--- config.mk ---
export PLATFORM = sky130hd
export DESIGN_NAME = pid_pwm_out
export DESIGN_NICKNAME = d
export VERILOG_FILES = /design/src/rtl/pid_pwm_out.sv
export SDC_FILE = /design/constraint.sdc
export NUM_CORES = 1
export LEC_CHECK = 0
export ABC_CLOCK_PERIOD_IN_PS = 3400
export CAP_MARGIN = 10
export CORE_AREA = 2 2 95 97
export DETAILED_ROUTE_END_ITERATION = 12
export DIE_AREA = 0 0 97 99
export PLACE_DENSITY = 0.82
export SYNTH_ARGS = -nofsm -noshare
export SYNTH_HDL_FRONTEND = slang
export SYNTH_SLANG_ARGS = --single-unit
--- constraint.sdc ---
create_clock -name clk -period 3.4 [get_ports clk]
set_input_delay 0.34 -clock clk [delete_from_list [all_inputs] [get_ports clk]]
set_output_delay 0.34 -clock clk [all_outputs]
set_load 0.02 [all_outputs]
--- src/rtl/pid_pwm_out.sv ---
// PWM output stage: turns the signed PID current command into a complementary,
// dead-time protected gate-drive pair with period-aligned duty updates.
module pid_pwm_out #(
   parameter int unsigned CNT_W  = 16,
   parameter int unsigned PERIOD = 2500,
   parameter int unsigned DEAD   = 25
) (
   input  logic             clk,
   input  logic             rst,
   input  logic [31:0]      i_current,
   input  logic             cmd_valid,
   input  logic             enable,
   output logic             pwm_h,
   output logic             pwm_l,
   output logic             dir,
   output logic             period_start,
   output logic             sat,
   output logic [CNT_W-1:0] duty_active
);

   localparam int unsigned MAX_DUTY = PERIOD - 2 * DEAD;
   localparam int unsigned DCNT_W   = $clog2(DEAD + 1);
   localparam logic [CNT_W-1:0]  CNT_LAST  = CNT_W'(PERIOD - 1);
   localparam logic [DCNT_W-1:0] DCNT_LAST = DCNT_W'(DEAD - 1);

   typedef enum logic [2:0] {
      S_OFF   = 3'd0,
      S_L     = 3'd1,
      S_DT_LH = 3'd2,
      S_H     = 3'd3,
      S_DT_HL = 3'd4
   } state_t;

   logic [CNT_W-1:0]  cnt_q, cnt_d;
   logic [31:0]       shadow_q;
   logic [CNT_W-1:0]  duty_q, duty_d;
   logic              dir_q, sat_q, sat_d, raw_q, ps_q;
   logic              pwm_h_q, pwm_l_q;
   logic [31:0]       mag_c;
   state_t            state_q, state_d;
   logic [DCNT_W-1:0] dcnt_q, dcnt_d;
   logic              last_c;

   assign last_c = (cnt_q == CNT_LAST);
   assign cnt_d  = last_c ? '0 : cnt_q + CNT_W'(1);

   // Two's-complement magnitude; 0x80000000 maps to 2^31 as an unsigned value.
   assign mag_c  = shadow_q[31] ? (~shadow_q + 32'd1) : shadow_q;
   assign sat_d  = (mag_c > MAX_DUTY);
   assign duty_d = sat_d ? CNT_W'(MAX_DUTY) : mag_c[CNT_W-1:0];

   // Period counter, command shadow, period-boundary duty load and raw compare.
   always_ff @(posedge clk or posedge rst) begin
      if (rst) begin
         cnt_q    <= '0;
         shadow_q <= '0;
         duty_q   <= '0;
         dir_q    <= 1'b0;
         sat_q    <= 1'b0;
         raw_q    <= 1'b0;
         ps_q     <= 1'b0;
      end else begin
         cnt_q <= cnt_d;
         ps_q  <= last_c;
         raw_q <= (cnt_q < duty_q);
         if (cmd_valid) shadow_q <= i_current;
         if (last_c) begin
            dir_q  <= shadow_q[31];
            duty_q <= duty_d;
            sat_q  <= sat_d;
         end
      end
   end

   // Dead-time state register; gate outputs are registered copies of the next state.
   always_ff @(posedge clk or posedge rst) begin
      if (rst) begin
         state_q <= S_OFF;
         dcnt_q  <= '0;
         pwm_h_q <= 1'b0;
         pwm_l_q <= 1'b0;
      end else begin
         state_q <= state_d;
         dcnt_q  <= dcnt_d;
         pwm_h_q <= (state_d == S_H);
         pwm_l_q <= (state_d == S_L);
      end
   end

   always_comb begin
      state_d = state_q;
      dcnt_d  = '0;
      unique case (state_q)
         S_OFF:   if (enable) state_d = raw_q ? S_DT_LH : S_DT_HL;
         S_L:     if (raw_q) state_d = S_DT_LH;
         S_H:     if (!raw_q) state_d = S_DT_HL;
         S_DT_LH: begin
            if (!raw_q)                  state_d = S_L;
            else if (dcnt_q == DCNT_LAST) state_d = S_H;
            else                         dcnt_d  = dcnt_q + DCNT_W'(1);
         end
         S_DT_HL: begin
            if (raw_q)                   state_d = S_H;
            else if (dcnt_q == DCNT_LAST) state_d = S_L;
            else                         dcnt_d  = dcnt_q + DCNT_W'(1);
         end
         default: state_d = S_OFF;
      endcase
      if (!enable) begin
         state_d = S_OFF;
         dcnt_d  = '0;
      end
   end

   assign pwm_h        = pwm_h_q;
   assign pwm_l        = pwm_l_q;
   assign dir          = dir_q;
   assign period_start = ps_q;
   assign sat          = sat_q;
   assign duty_active  = duty_q;

endmodule

# --- Word-level counts from Yosys, hierarchy flattened ---
# Cells that the tools add are included.
totals:
  ramBits: 0
  in_bits: 36
  elab_cells: 43
  latch_bits: 0
  mem_bits_ro: 0
  mem_count: 0
  register_bits: 78
op_classes:
  add_sub_neg: 3
  reduce_logical: 1
  shift: 0
  mux: 17
  n_eq_ne: 8
  mul: 0
  bitwise_logic: 1
  div: 0
  magnitude_cmp: 2
op_table:
  columns: ["op", "n"]
  rows:
  - ["$add 32x1->32 const B", 1]
  - ["$gt 32x12->1 const B", 1]
  - ["$mux 16", 2]
  - ["$mux 32", 1]
  - ["$not 32->32", 1]
  - ["$mux 3", 8]
  - ["$mux 5", 4]
  - ["$add 16x1->16 const B", 1]
  - ["$eq 16x12->1 const B", 1]
  - ["$lt 16x16->1", 1]
  - ["$pmux 3 s5", 1]
  - ["$pmux 5 s2", 1]
  - ["$eq 3x2->1 const B", 3]
  - ["$eq 3x1->1 const B", 2]
  - ["$add 5x1->5 const B", 1]
  - ["$eq 5x5->1 const B", 1]
  - ["$eq 3x3->1 const B", 1]
  - ["$logic_not 3->1", 1]

# --- Logic depth before layout (Yosys ltp) ---
logic_depth:
  word_depth: 6
  mapped_depth: 10
  depth_no_buf: 9

# --- Least setup slack after synthesis ---
# Ideal clock, no wire load.
synth_path:
  path_type: "reg-to-reg"
  startpoint: "register shadow_q[0]"
  endpoint: "register duty_q[4], in the netlist duty_active[4]"
  t_arrival_ns: 2.582
  n_path_buf: 0
  t_required_ns: 3.276
  setup_ns: 0.124
  setup_slack_ns: 0.694
  stages_incl_launch_ff: 10
  path_cell_list: "dfrtp_1 -> inv_1 -> ha_1 -> or3b_2 -> nor4_4 -> a21oi_1 -> a21o_1 -> nor2_4 -> or4b_1 -> o31a_1"
synth_via:
  elab_chain_len: 5
synth_rtl:
  columns: ["element", "line_no", "source"]
  rows:
  - ["start: declaration", "35", "logic [31:0] shadow_q;"]
  - ["start signal: assignment", "66", "if (cmd_valid) shadow_q <= i_current;"]
  - ["$not 32->32", "48", "assign mag_c = shadow_q[31] ? (~shadow_q + 32'd1) : shadow_q;"]
  - ["$add 32x1->32", "48", null]
  - ["$mux 32 *", "48", null]
  - ["$gt 32x12->1", "49", "assign sat_d = (mag_c > MAX_DUTY);"]
  - ["$mux 16 *", "50", "assign duty_d = sat_d ? CNT_W'(MAX_DUTY) : mag_c[CNT_W-1:0];"]
  - ["end signal: assignment", "69", "duty_q <= duty_d;"]
  - ["end: declaration", "36", "logic [CNT_W-1:0] duty_q, duty_d;"]
# Mark *: on every way between the ends. The rest lies on a longest branch, timed or not.
# A chain may end at the register's enable or synchronous reset.

# --- Worst setup path after layout ---
layout_path:
  startpoint: "register shadow_q[0]"
  endpoint: "register duty_q[11], in the netlist duty_active[11]"
# The elaborated chain is that of the path after synthesis.

==> results.toml <==
[grt]
antenna_found_initial = 0
grt_overflow_total = 0
grt_max_degree = 47
track_usage_pct = 24.49
grt_pass1_wl_mm = 18.95
first_global_vias = 3920

[clock_network]
cts_setup_buffers = 0
clock_latency_ns = 0.36
cts_resized = 0
cts_root_buf = "clkbuf_8"
cts_sinks = 78
cts_hold_buf = 0
htreeDepth = 3
clk_pin_slew_ns = 0.08
numCtsBuffers = 9
tritoncts = "yes"
cts_buffer_depth = 2

[routing]
num_vias = 4044
wl_per_cell_um = 17.88
vias_per_cell = 6.309
drc_errors = 0
drtPass1Iterations = 6
routed_wl_mm = 11.46
drt-initial-drc-count = 310
final_antenna_net_count = 0

[placement]
post_dp_cell_area_mm2 = 0.005314
io_buffer_count = 56
pre_cts_ws_ns = 0.3886
dp_hpwl_mm = 8.552
gp_congestion = 0.9733

[synth]
yosysSeqAreaShare_pct = 42.03
synth_top_cell_by_area = "dfrtp_1"
synth_top_cell_area_share_pct = 42.03
synthCells = 474
synthDistinctLibCells = 72
syn_avg_cell_area_um2 = 9.798
synth_ff_type = "dfrtp_1"
syn_area_mm2 = 0.004644
ys_top_cells_by_area = "dfrtp_1 (42%), mux2_2 (6.1%), ha_1 (5.1%)"
synth_edf_count = 0
yosysWarnings = 0
ys_ff_latch = 78
syn_nets = 529
synth-async-reset-ratio_pct = 100.0

[timing]
hold_violations = 0
tns_ns = 0
period_needed_ns = 3.088
skew_ns = 0.009345
rsz0062_at_grt = "no"
setup-violations-final = 0
period_share_pct = 90.81
worst_slack_ns = 0.3123
worst_pin_slew_ns = 0.6974
max_freq_mhz = 323.9
relSlewSlack_pct = 53.44
slew_violations = 0

[critical_path]
crit_type = "flip-flop to flip-flop"
crit_slowest_cell = "or3b_2"
r2r_end = "duty_active[11]$_DFFE_PP0P_"
end_kind = "flip-flop"
path_buf_inv = 1
cp_top_family = "simple AND/OR/NAND/NOR gates"
crit_fanout = 9
required_ns = 3.65
r2r_cells = 9
crit_path_cell_trace = "inv_1 -> ha_1 -> or3b_2 -> nor4_4 -> a211o_1 -> nand4_1 -> nor4_2 -> nand4b_2 -> o32a_2"
slowest_delay_ns = 0.54
r2r_start = "shadow_q[0]$_DFFE_PP0P_"
critical_path_arrival_ns = 3.34
r2r_slack_ns = 0.31
start_kind = "flip-flop"

[flow_run]
cap_violations = 0

[power_and_ir_drop]
ir_drop_mv = 0.2293
power.leakage_nw = 2.300
pwr_density_cell_mw_per_mm2 = 380.2

[floorplan]
die-area_mm2 = 0.009603
rows = 34
die_width_um = 97
initial_core_util_pct = 54.32
core-area_mm2 = 0.008551
fp.dieH_um = 99
io_pins = 57

[final_layout]
drive_above_1_share_pct = 12.95
synthToLayoutAreaGrowth_pct = 18.88
antenna_cells = 0
fillers = 701
final_cell_area_mm2 = 0.005522
layout.nets = 584

[outcome]
status = "completed"

[min_path]
hp-class = "input pin to async pin"
[metal layers]
metal / vias to the layer above / track usage (%) / wire length (um)
met5: - / 0 / 0
met4: 0 / 9.317 / 359
met3: 39 / 4.610 / 723
met2: 186 / 41.40 / 5532
met1: 1960 / 31.47 / 4847
li1: 1859 / - / -
[stage by stage]
stage	utilization, %	hold WS (ns)	std cells	total power, W
6_report	64.57	0.3975	641	0.002100
5_1_grt	64.57	0.4788	641	0.002180
4_1_cts	64.57	0.4155	641	0.002104
3_5_place_dp	62.15	0.4906	626	0.001365
3_3_place_gp	62.15	0.4688	626	0.001360
2_1_floorplan	-	0.4542	474	0.001252
[synth_stat cells, types with 3 or more instances]
library cell / n
dfrtp_1: 78
nor2_1: 36
nand2_1: 33
inv_1: 29
mux2_2: 25
o21ai_0: 24
ha_1: 19
nand3_1: 17
xnor2_1: 15
nor3_1: 14
a21oi_1: 13
clkbuf_1: 11
nor4_1: 11
xor2_1: 11
nand2b_1: 9
a21o_1: 8
nand4_1: 8
or3_1: 8
o22ai_1: 7
a31oi_1: 6
and3_1: 6
o2111ai_1: 6
o31ai_1: 5
buf_2: 4
a311oi_1: 3
mux2i_1: 3
nor4_2: 3
o211ai_1: 3
[placed cells by master (no fill, tap or decap), types with 3 or more instances in the layout]
cell,synthesis,routed
o2111ai_1,6,6
nand3_1,17,17
clkbuf_8,0,12
xor2_1,11,11
a21oi_1,13,13
nor2_1,36,36
mux2_2,25,25
o211ai_1,3,3
nor4_1,11,11
o31ai_1,5,5
mux2i_1,3,3
and3_1,6,6
xnor2_1,15,15
nand2_1,33,33
a21o_1,8,8
dfrtp_1,78,78
a31oi_1,6,6
a311oi_1,3,3
or3_1,8,8
o22ai_1,7,7
inv_1,29,28
nand2b_1,9,9
clkdlybuf4s50_1,0,56
ha_1,19,19
nand4_1,8,8
nor4_2,3,3
buf_4,1,7
nor3_1,14,14
o21ai_0,24,24
[kinds of logic after synthesis]
kind of cell	Yosys count	synth area share, %
AOI/OAI and AO/OA	103	15.81
xor gates and xnor gates	26	4.903
buffers and inverters	49	4.472
DFF	78	42.03
and+or+nand+nor	171	20.96
muxes	28	6.708
adders and majority gates	19	5.119
[state kept, by name, summed over array words and instances (netlist names)]
register and flops:
cnt_q 16, dcnt_q 5, dir 1, duty_active 16, period_start 1, pwm_h 1, pwm_l 1, raw_q 1
sat 1, shadow_q 32, state_q 3
[worst max-delay path by stage]
stage / start / to / slack [ns] / cells after the start
after detailed placement: shadow_q[0]$_DFFE_PP0P_ / duty_active[11]$_DFFE_PP0P_ / 0.39 / 9
after global placement: shadow_q[7]$_DFFE_PP0P_ / duty_active[8]$_DFFE_PP0P_ / 0.52 / 7
after CTS: shadow_q[0]$_DFFE_PP0P_ / duty_active[11]$_DFFE_PP0P_ / 0.36 / 9
after global routing: shadow_q[0]$_DFFE_PP0P_ / duty_active[8]$_DFFE_PP0P_ / 0.15 / 9
final: shadow_q[0]$_DFFE_PP0P_ / duty_active[11]$_DFFE_PP0P_ / 0.31 / 9
after floorplan: shadow_q[0]$_DFFE_PP0P_ / duty_active[4]$_DFFE_PP0P_ / 0.69 / 9
[power breakdown]
| group | switching (W) | total, W | internal [W] |
|---|---|---|---|
| Combinational | 0.000165 | 0.000309 | 0.000144 |
| Clock | 0.000350 | 0.000745 | 0.000394 |
| Sequential | 0.0000803 | 0.00105 | 0.000965 |
| Total | 0.000596 | 0.00210 | 0.00150 |
[cell type report]
class	instances	area (um^2)	share of cell area (%)
clock buffer	12	165.2	2.991
clock inverter	3	42.54	0.7705
inverter	29	108.9	1.971
multi-input combinational	347	2485	45.00
sequential	78	1952	35.35
tap	108	135.1	2.447
timing repair buffer	64	633.1	11.47
Power figures use the tool's default switching activity.
